**src/rtl/shot_capture_control_pkg.sv**
```systemverilog
// Shared game definitions: capture FSM states, shot-position type and the
// coordinate saturation helper reused by the shot-position scaler.
package shot_capture_control_pkg;

   typedef enum logic [2:0] {
      IDLE,
      WAIT_RELEASE,
      ARMED,
      DEBOUNCE,
      CAPTURE,
      COOLDOWN
   } shot_state_t;

   localparam int COORD_W = 12;
   localparam int POS_W   = 10;
   localparam logic [COORD_W-1:0] POS_MAX = 12'd1023;

   typedef logic [POS_W-1:0] shot_pos_t;

   // Clamp a raw mouse coordinate into the 10-bit playfield range.
   function automatic shot_pos_t sat_pos(input logic [COORD_W-1:0] coord);
      if (coord > POS_MAX) begin
         return POS_MAX[POS_W-1:0];
      end
      return coord[POS_W-1:0];
   endfunction

endpackage

```
**src/rtl/shot_capture_control_sync.sv**
```systemverilog
// Reusable two-flop synchroniser for a single asynchronous level input.
module sync_2ff (
   input  logic clk,
   input  logic rst,
   input  logic d,
   output logic q
);

   logic meta;

   always_ff @(posedge clk or negedge rst) begin
      if (!rst) begin
         meta <= 1'b0;
         q    <= 1'b0;
      end else begin
         meta <= d;
         q    <= meta;
      end
   end

endmodule

```
**src/rtl/shot_capture_control.sv**
```systemverilog
// Turns the mouse stream into one debounced, rate-limited shot event per
// click while the game is in its shooting phase.
module shot_capture_control
   import shot_capture_control_pkg::*;
#(
   parameter int DEBOUNCE_CYCLES = 65000,
   parameter int COOLDOWN_CYCLES = 32500000
) (
   input  logic        clk,
   input  logic        rst,
   input  logic        shot_enable,
   input  logic [11:0] mouse_xpos,
   input  logic [11:0] mouse_ypos,
   input  logic        mouse_left,
   output logic [9:0]  shot_xpos,
   output logic [9:0]  shot_ypos,
   output logic        shot_valid,
   output logic        shot_busy
);

   localparam int CNT_MAX = (DEBOUNCE_CYCLES > COOLDOWN_CYCLES) ? DEBOUNCE_CYCLES
                                                                : COOLDOWN_CYCLES;
   localparam int CNT_W   = (CNT_MAX > 1) ? $clog2(CNT_MAX) : 1;
   localparam logic [CNT_W-1:0] DEB_LAST  = CNT_W'(DEBOUNCE_CYCLES - 1);
   localparam logic [CNT_W-1:0] COOL_LAST = CNT_W'(COOLDOWN_CYCLES - 1);

   logic             left_s;
   shot_state_t      state;
   logic [CNT_W-1:0] cnt;
   shot_pos_t        cand_x;
   shot_pos_t        cand_y;

   sync_2ff u_left_sync (
      .clk (clk),
      .rst (rst),
      .d   (mouse_left),
      .q   (left_s)
   );

   // shot_valid is a one-cycle strobe with no back-pressure: consumers must
   // sample shot_xpos/shot_ypos on the cycle it is high; both hold afterwards.
   always_ff @(posedge clk or negedge rst) begin
      if (!rst) begin
         state      <= IDLE;
         cnt        <= '0;
         cand_x     <= '0;
         cand_y     <= '0;
         shot_xpos  <= '0;
         shot_ypos  <= '0;
         shot_valid <= 1'b0;
         shot_busy  <= 1'b0;
      end else begin
         shot_valid <= 1'b0;
         if (!shot_enable) begin
            state     <= IDLE;
            cnt       <= '0;
            shot_busy <= 1'b0;
         end else begin
            case (state)
               IDLE: begin
                  state <= WAIT_RELEASE;
               end
               WAIT_RELEASE: begin
                  if (!left_s) begin
                     state <= ARMED;
                  end
               end
               ARMED: begin
                  // Position is frozen at press start, not at strobe time.
                  if (left_s) begin
                     cand_x    <= sat_pos(mouse_xpos);
                     cand_y    <= sat_pos(mouse_ypos);
                     cnt       <= '0;
                     state     <= DEBOUNCE;
                     shot_busy <= 1'b1;
                  end
               end
               DEBOUNCE: begin
                  if (!left_s) begin
                     cand_x    <= '0;
                     cand_y    <= '0;
                     cnt       <= '0;
                     state     <= ARMED;
                     shot_busy <= 1'b0;
                  end else if (cnt == DEB_LAST) begin
                     state <= CAPTURE;
                  end else begin
                     cnt <= cnt + CNT_W'(1);
                  end
               end
               CAPTURE: begin
                  shot_xpos  <= cand_x;
                  shot_ypos  <= cand_y;
                  shot_valid <= 1'b1;
                  cnt        <= '0;
                  state      <= COOLDOWN;
               end
               COOLDOWN: begin
                  if (cnt == COOL_LAST) begin
                     cnt       <= '0;
                     state     <= WAIT_RELEASE;
                     shot_busy <= 1'b0;
                  end else begin
                     cnt <= cnt + CNT_W'(1);
                  end
               end
               default: begin
                  state     <= IDLE;
                  cnt       <= '0;
                  shot_busy <= 1'b0;
               end
            endcase
         end
      end
   end

endmodule

```
**config.mk**
```make
export PLATFORM = sky130hd
export DESIGN_NAME = shot_capture_control
export DESIGN_NICKNAME = d
export VERILOG_FILES = /design/src/rtl/shot_capture_control_pkg.sv /design/src/rtl/shot_capture_control_sync.sv /design/src/rtl/shot_capture_control.sv
export SDC_FILE = /design/constraint.sdc
export NUM_CORES = 1
export LEC_CHECK = 0
export ABC_AREA = 1
export CORE_ASPECT_RATIO = 1.2
export CORE_MARGIN = 1
export CORE_UTILIZATION = 34
export DETAILED_ROUTE_END_ITERATION = 8
export GPL_TIMING_DRIVEN = 0
export SYNTH_ARGS = -nofsm -noshare
export SYNTH_HDL_FRONTEND = slang
export SYNTH_SLANG_ARGS = --single-unit
```
**constraint.sdc**
```tcl
create_clock -name clk -period 2.35 [get_ports clk]
set_input_delay 0.3525 -clock clk [delete_from_list [all_inputs] [get_ports clk]]
set_output_delay 0.3525 -clock clk [all_outputs]
set_load 0.005 [all_outputs]
```
# Yosys cells after proc, flatten, opt, wreduce, memory -nomap -nowiden
# Cells that the tools add are included.
word_totals:
  regBits: 72
  output_inout_bits: 22
  inputBits: 28
  wordCells: 76
classes:
  n_reduce_logical: 9
  n_lt_le_gt_ge: 2
  n_mux: 37
  n_addsub: 1
  n_eq_ne: 17
op_table:
  columns: ["operator", "count"]
  rows:
  - ["25-bit 2-to-1 mux", 5]
  - ["25-bit one-hot mux with 4 select lines", 1]
  - ["10-bit 2-to-1 mux", 7]
  - ["10-bit one-hot mux with 2 select lines", 2]
  - ["25-bit by 1-bit adder with 25-bit output (second input constant)", 1]
  - ["25-bit by 16-bit equality test with 1-bit output (second input constant)", 1]
  - ["25-bit equality test (second input constant)", 1]
  - ["12-bit by 10-bit greater-than comparator with 1-bit output (second input constant)", 2]
  - ["3-bit 2-to-1 mux", 6]
  - ["3-bit one-hot mux with 6 select lines", 1]
  - ["1-bit 2-to-1 mux", 14]
  - ["4-bit AND reduction", 3]
  - ["3-bit inequality test (second input constant)", 3]
  - ["4-bit inequality test (second input constant)", 2]
  - ["3-bit by 2-bit equality test with 1-bit output (second input constant)", 2]
  - ["3-bit equality test (second input constant)", 2]
  - ["2-bit inequality test (second input constant)", 3]
  - ["1-bit one-hot mux with 4 select lines", 1]
  - ["3-bit by 1-bit equality test with 1-bit output (second input constant)", 1]
  - ["3-bit zero test", 1]
  - ["3-bit by 2-bit inequality test with 1-bit output (second input constant)", 1]
  - ["3-bit AND reduction", 1]
  - ["3-bit OR reduction", 1]
  - ["2-bit by 1-bit inequality test with 1-bit output (second input constant)", 1]
  - ["3 further kinds", 3]

# Logic depth before layout (Yosys ltp)
depth:
  word_depth: 8
  ltp_mapped: 13
  depth_no_buf: 12

# Modules after synthesis
# A second synthesis with hierarchy kept.
unflattened:
  cells_unflattened: 549
  area_unflattened_um2: 3988.8
modules_own_cells:
  columns: ["mod", "cells_per_inst", "area_each_um2", "instances"]
  rows:
  - ["shot_capture_control", 547, 3938.8, 1]
  - ["sync_2ff", 2, 50.0, 1]

# Worst setup path before layout
# No wires, ideal clock.
synth_timing:
  path_type: "register to register"
  from: "register cnt[0]"
  to: "register cnt[16]"
  arrival_time_ns: 1.502
  required_time_ns: 2.237
  path_stages_with_launch: 13
  path_slack_ns: 0.735
  n_path_buf: 0
  path_cell_list: "dfrtp_1 -> ha_1 -> nand2_1 -> nor2_1 -> nand2_1 -> nor2_2 -> nand2_1 -> o21ai_0 -> inv_1 -> nand2_1 -> nand2_1 -> nand2_1 -> inv_1"
synth_via:
  elab_chain_cells: 5
  word_cells_on_any_way: 10
  classes_between: "add/sub (1); eq/ne (3); mux (5); reduce/logical (1)"
synth_rtl:
  columns: ["element", "line_no", "text"]
  rows:
  - ["start, declared", "shot_capture_control.sv:29", "logic [CNT_W-1:0] cnt;"]
  - ["start signal, assigned", "shot_capture_control.sv:88", "cnt <= cnt + CNT_W'(1);"]
  - ["start signal, assigned", "shot_capture_control.sv:104", "cnt <= cnt + CNT_W'(1);"]
  - ["25-bit by 1-bit adder with 25-bit output", "shot_capture_control.sv:88, shot_capture_control.sv:104", null]
  - ["25-bit 2-to-1 mux", "shot_capture_control.sv:85", "end else if (cnt == DEB_LAST) begin"]
  - ["25-bit 2-to-1 mux", "shot_capture_control.sv:79", "if (!left_s) begin"]
  - ["25-bit one-hot mux with 4 select lines", "shot_capture_control.sv:59", "case (state)"]
  - ["25-bit 2-to-1 mux", "shot_capture_control.sv:54", "if (!shot_enable) begin"]
# Several ways; a longest one is shown, not always the timed one. The select of a mux whose other input is x is not followed.
# A chain may end at the register's enable or synchronous reset.

# Worst setup path in the final report
# Same ends and word-level chain as after synthesis.

==> results.json <==
{
  "critPathRequiredTime_ns": 2.58,
  "start_util_pct": 34.7,
  "htreeDepth": 3,
  "placed_area_mm2": 0.00471,
  "worstSetupPathType": "flip-flop to flip-flop",
  "synth_area_leaders": "dfrtp_1, nand2_1, o21ai_0",
  "syn_area_per_cell_um2": 7.55,
  "synth_top_area_share_pct": 45.0,
  "clkLatencyLatePin_ns": 0.34,
  "insertedDiodeCount": 0,
  "drv_slew": 0,
  "cts_tree": "built",
  "synth_edf_count": 0,
  "via_count": 3647,
  "relSlewSlack_pct": 62.8,
  "yosys_register_bits": 72,
  "critical_path.top_delay_family": "simple AND/OR/NAND/NOR gates",
  "rows": 43,
  "core-area_mm2": 0.0115,
  "fmax_mhz": 495,
  "ir_drop_mv": 0.353,
  "die_x_um": 101,
  "dr.pass1.iters": 4,
  "cellPowerDensity_mw_per_mm2": 845,
  "postRouteAntennaNets": 0,
  "yosysTopAreaCell": "dfrtp_1",
  "cts_root_buf": "clkbuf_16",
  "hold_path_depth": 0,
  "synth_cell_types": 33,
  "synth_fp_nets": 559,
  "globalplace.congestion": 0.929,
  "outcome": "complete, no violations",
  "grt.total_usage_pct": 19.2,
  "setup_viol": 0,
  "crit_arrival_ns": 2.25,
  "yosys_warnings": 0,
  "finalClockSkew_ns": 0.00702,
  "cp_max_fo": 6,
  "cts_buffers": 9,
  "crit_path_end_kind": "flip-flop",
  "layout-drive-gt1-share_pct": 9.38,
  "drt_iter0_markers": 212,
  "grt_pass1_vias": 3628,
  "maxCapViolCount": 0,
  "hold-path-endpoint": "u_left_sync.q$_DFF_PN0_",
  "antenna_found_initial": 0,
  "cts_buffer_depth": 2,
  "netlist_instances": 530,
  "netlist_area_mm2": 0.00400,
  "reg2reg_to": "cnt[16]$_DFFE_PN0P_",
  "max_stage_delay_ns": 0.44,
  "io_buffer_count": 49,
  "fin_nets": 621,
  "seq_area_frac_synth_pct": 45.0,
  "finalPower_uw": 4220,
  "multi_input_area_mm2": 0.00180,
  "min_from": "u_left_sync.meta$_DFF_PN0_",
  "overflow": 0,
  "die_height_um": 121,
  "routed_wl_mm": 10.5,
  "syn_to_final_growth_pct": 24.9,
  "pre_cts_slack_ns": 0.152,
  "die_area_mm2": 0.0122,
  "finalWorstSetupSlack_ns": 0.330,
  "fillers": 1179,
  "crit_chain": "ha_1 -> nand2_1 -> nor2_1 -> nand2_1 -> nor2_2 -> nand2_1 -> o21ai_0 -> inv_1 -> nand2_1 -> nand2_1 -> nand2_1 -> inv_1",
  "drc": 0,
  "clk_pin_slew_ns": 0.06,
  "critPathLaunchType": "flip-flop",
  "p_leak_uw": 0.00231,
  "cts.sinks": 72,
  "hold_viol": 0,
  "stdcell_area_mm2": 0.00499,
  "async_flop_share_pct": 100,
  "rsz0062_at_grt": "no",
  "ys_top_cells_by_count": "nand2_1, dfrtp_1, inv_1",
  "ys.flop_type": "dfrtp_1",
  "timing.rr.start": "cnt[0]$_DFFE_PN0P_",
  "grt_pass1_wl_mm": 18.0,
  "io_pins": 50,
  "synth.most_common_cell": "nand2_1",
  "cp_slowest_cell": "dfrtp_1",
  "post-route-period-util_pct": 86.0,
  "register_area_mm2": 0.00180,
  "worst_pin_slew_ns": 0.558,
  "vias_per_cell": 4.84,
  "path_common_cell": "nand2_1",
  "grt_max_degree": 60,
  "routedWlPerCell_um": 13.9,
  "min_period_ns": 2.02,
  "rrSetupSlack_ns": 0.33,
  "dp_hpwl_mm": 7.84,
  "final_util_pct": 43.4,
  "crit_buf_inv": 2,
  "hp-class": "flip-flop to flip-flop",
  "ff2ff_path_depth": 12
}
[cells in the final DEF, fill, tap and decap left out, types with 7 or more instances in the layout]
cell type	n
nand2_1	133
dfrtp_1	72
inv_1	68
o21ai_0	52
nor2_1	49
clkdlybuf4s50_1	48
nand3_1	41
o211ai_1	20
nand4_1	15
clkbuf_16	9
clkbuf_1	8
nor3_1	7
a21oi_1	7
[worst max path at each step]
stage	startpoint	endpoint	slack, ns	cells after the start
5_1_grt	cnt[0]$_DFFE_PN0P_	cnt[16]$_DFFE_PN0P_	0.09	12
3_3_place_gp	rst	cand_y[5]$_DFFE_PN0P_	-1.61	1
6_report	cnt[0]$_DFFE_PN0P_	cnt[16]$_DFFE_PN0P_	0.33	12
3_5_place_dp	shot_enable	cand_x[0]$_DFFE_PN0P_	0.15	8
4_1_cts	cnt[0]$_DFFE_PN0P_	cnt[16]$_DFFE_PN0P_	0.39	12
2_1_floorplan	cnt[0]$_DFFE_PN0P_	cnt[16]$_DFFE_PN0P_	0.74	12
[metal layers]
metal | track usage, % | up-vias | routed length (um)
met1 | 23.4 | 1692 | 4500
met5 | 0 | - | 0
met2 | 32.4 | 98 | 5260
li1 | - | 1848 | -
met4 | 7.61 | 0 | 148
met3 | 4.57 | 9 | 572
[worst register-to-register path, delay by kind of cell, from the launching register on]
family          cells  cell delay [ns]
simple gates        8             0.99
buf+inv             2             0.08
compound gates      1             0.17
flops               1             0.44
fa+ha+maj           1             0.23
[layout make-up]
class	instances	area share, %
sequential	72	36.1
inverter	73	5.54
timing repair buffer	51	10.5
clock buffer	10	4.58
buffer	20	2.35
multi-input combinational	365	36.1
clock inverter	6	0.877
tap	157	3.93
[power by group]
group          leakage [uW]  total [uW]  switching, uW  internal, uW
sequential         0.000937        1740            161          1570
combinational       0.00124        1220            665           551
clock              0.000133        1270            550           720
total               0.00231        4220           1380          2850
[metrics by stage]
| step | setup TNS [ns] | hold WS [ns] | cells |
|---|---|---|---|
| final | 0 | 0.351 | 754 |
| after floorplan | 0 | 0.0569 | 530 |
| after global routing | 0 | 0.366 | 754 |
| after detailed placement | 0 | 0.227 | 737 |
| after global placement | -115.05 | 0.338 | 736 |
| after CTS | 0 | 0.357 | 754 |
[logic make-up (layout without fill, tap and decap cells)]
kind of cell	after synthesis	after routing	share of synthesized area (%)
and+or+nand+nor	263	263	29.3
adders and majority gates	1	1	0.313
buffers and inverters	93	160	9.85
xor gates and xnor gates	4	4	0.876
AOI/OAI and AO/OA	97	97	14.6
DFF	72	72	45.0
[flip-flops by register name (all words and copies together) (netlist names)]
name / count
cnt: 25
shot_busy: 1
cand_y: 10
shot_valid: 1
shot_ypos: 10
u_left_sync.q: 1
u_left_sync.meta: 1
cand_x: 10
shot_xpos: 10
state: 3
[timing repair]
item                                   4_1_cts  5_1_grt
setup buffers                                0        0
endpoints found under the hold margin       13        0
resized for setup                            0        0
hold buffers                                 1        0
Power figures use the tool's default switching activity.
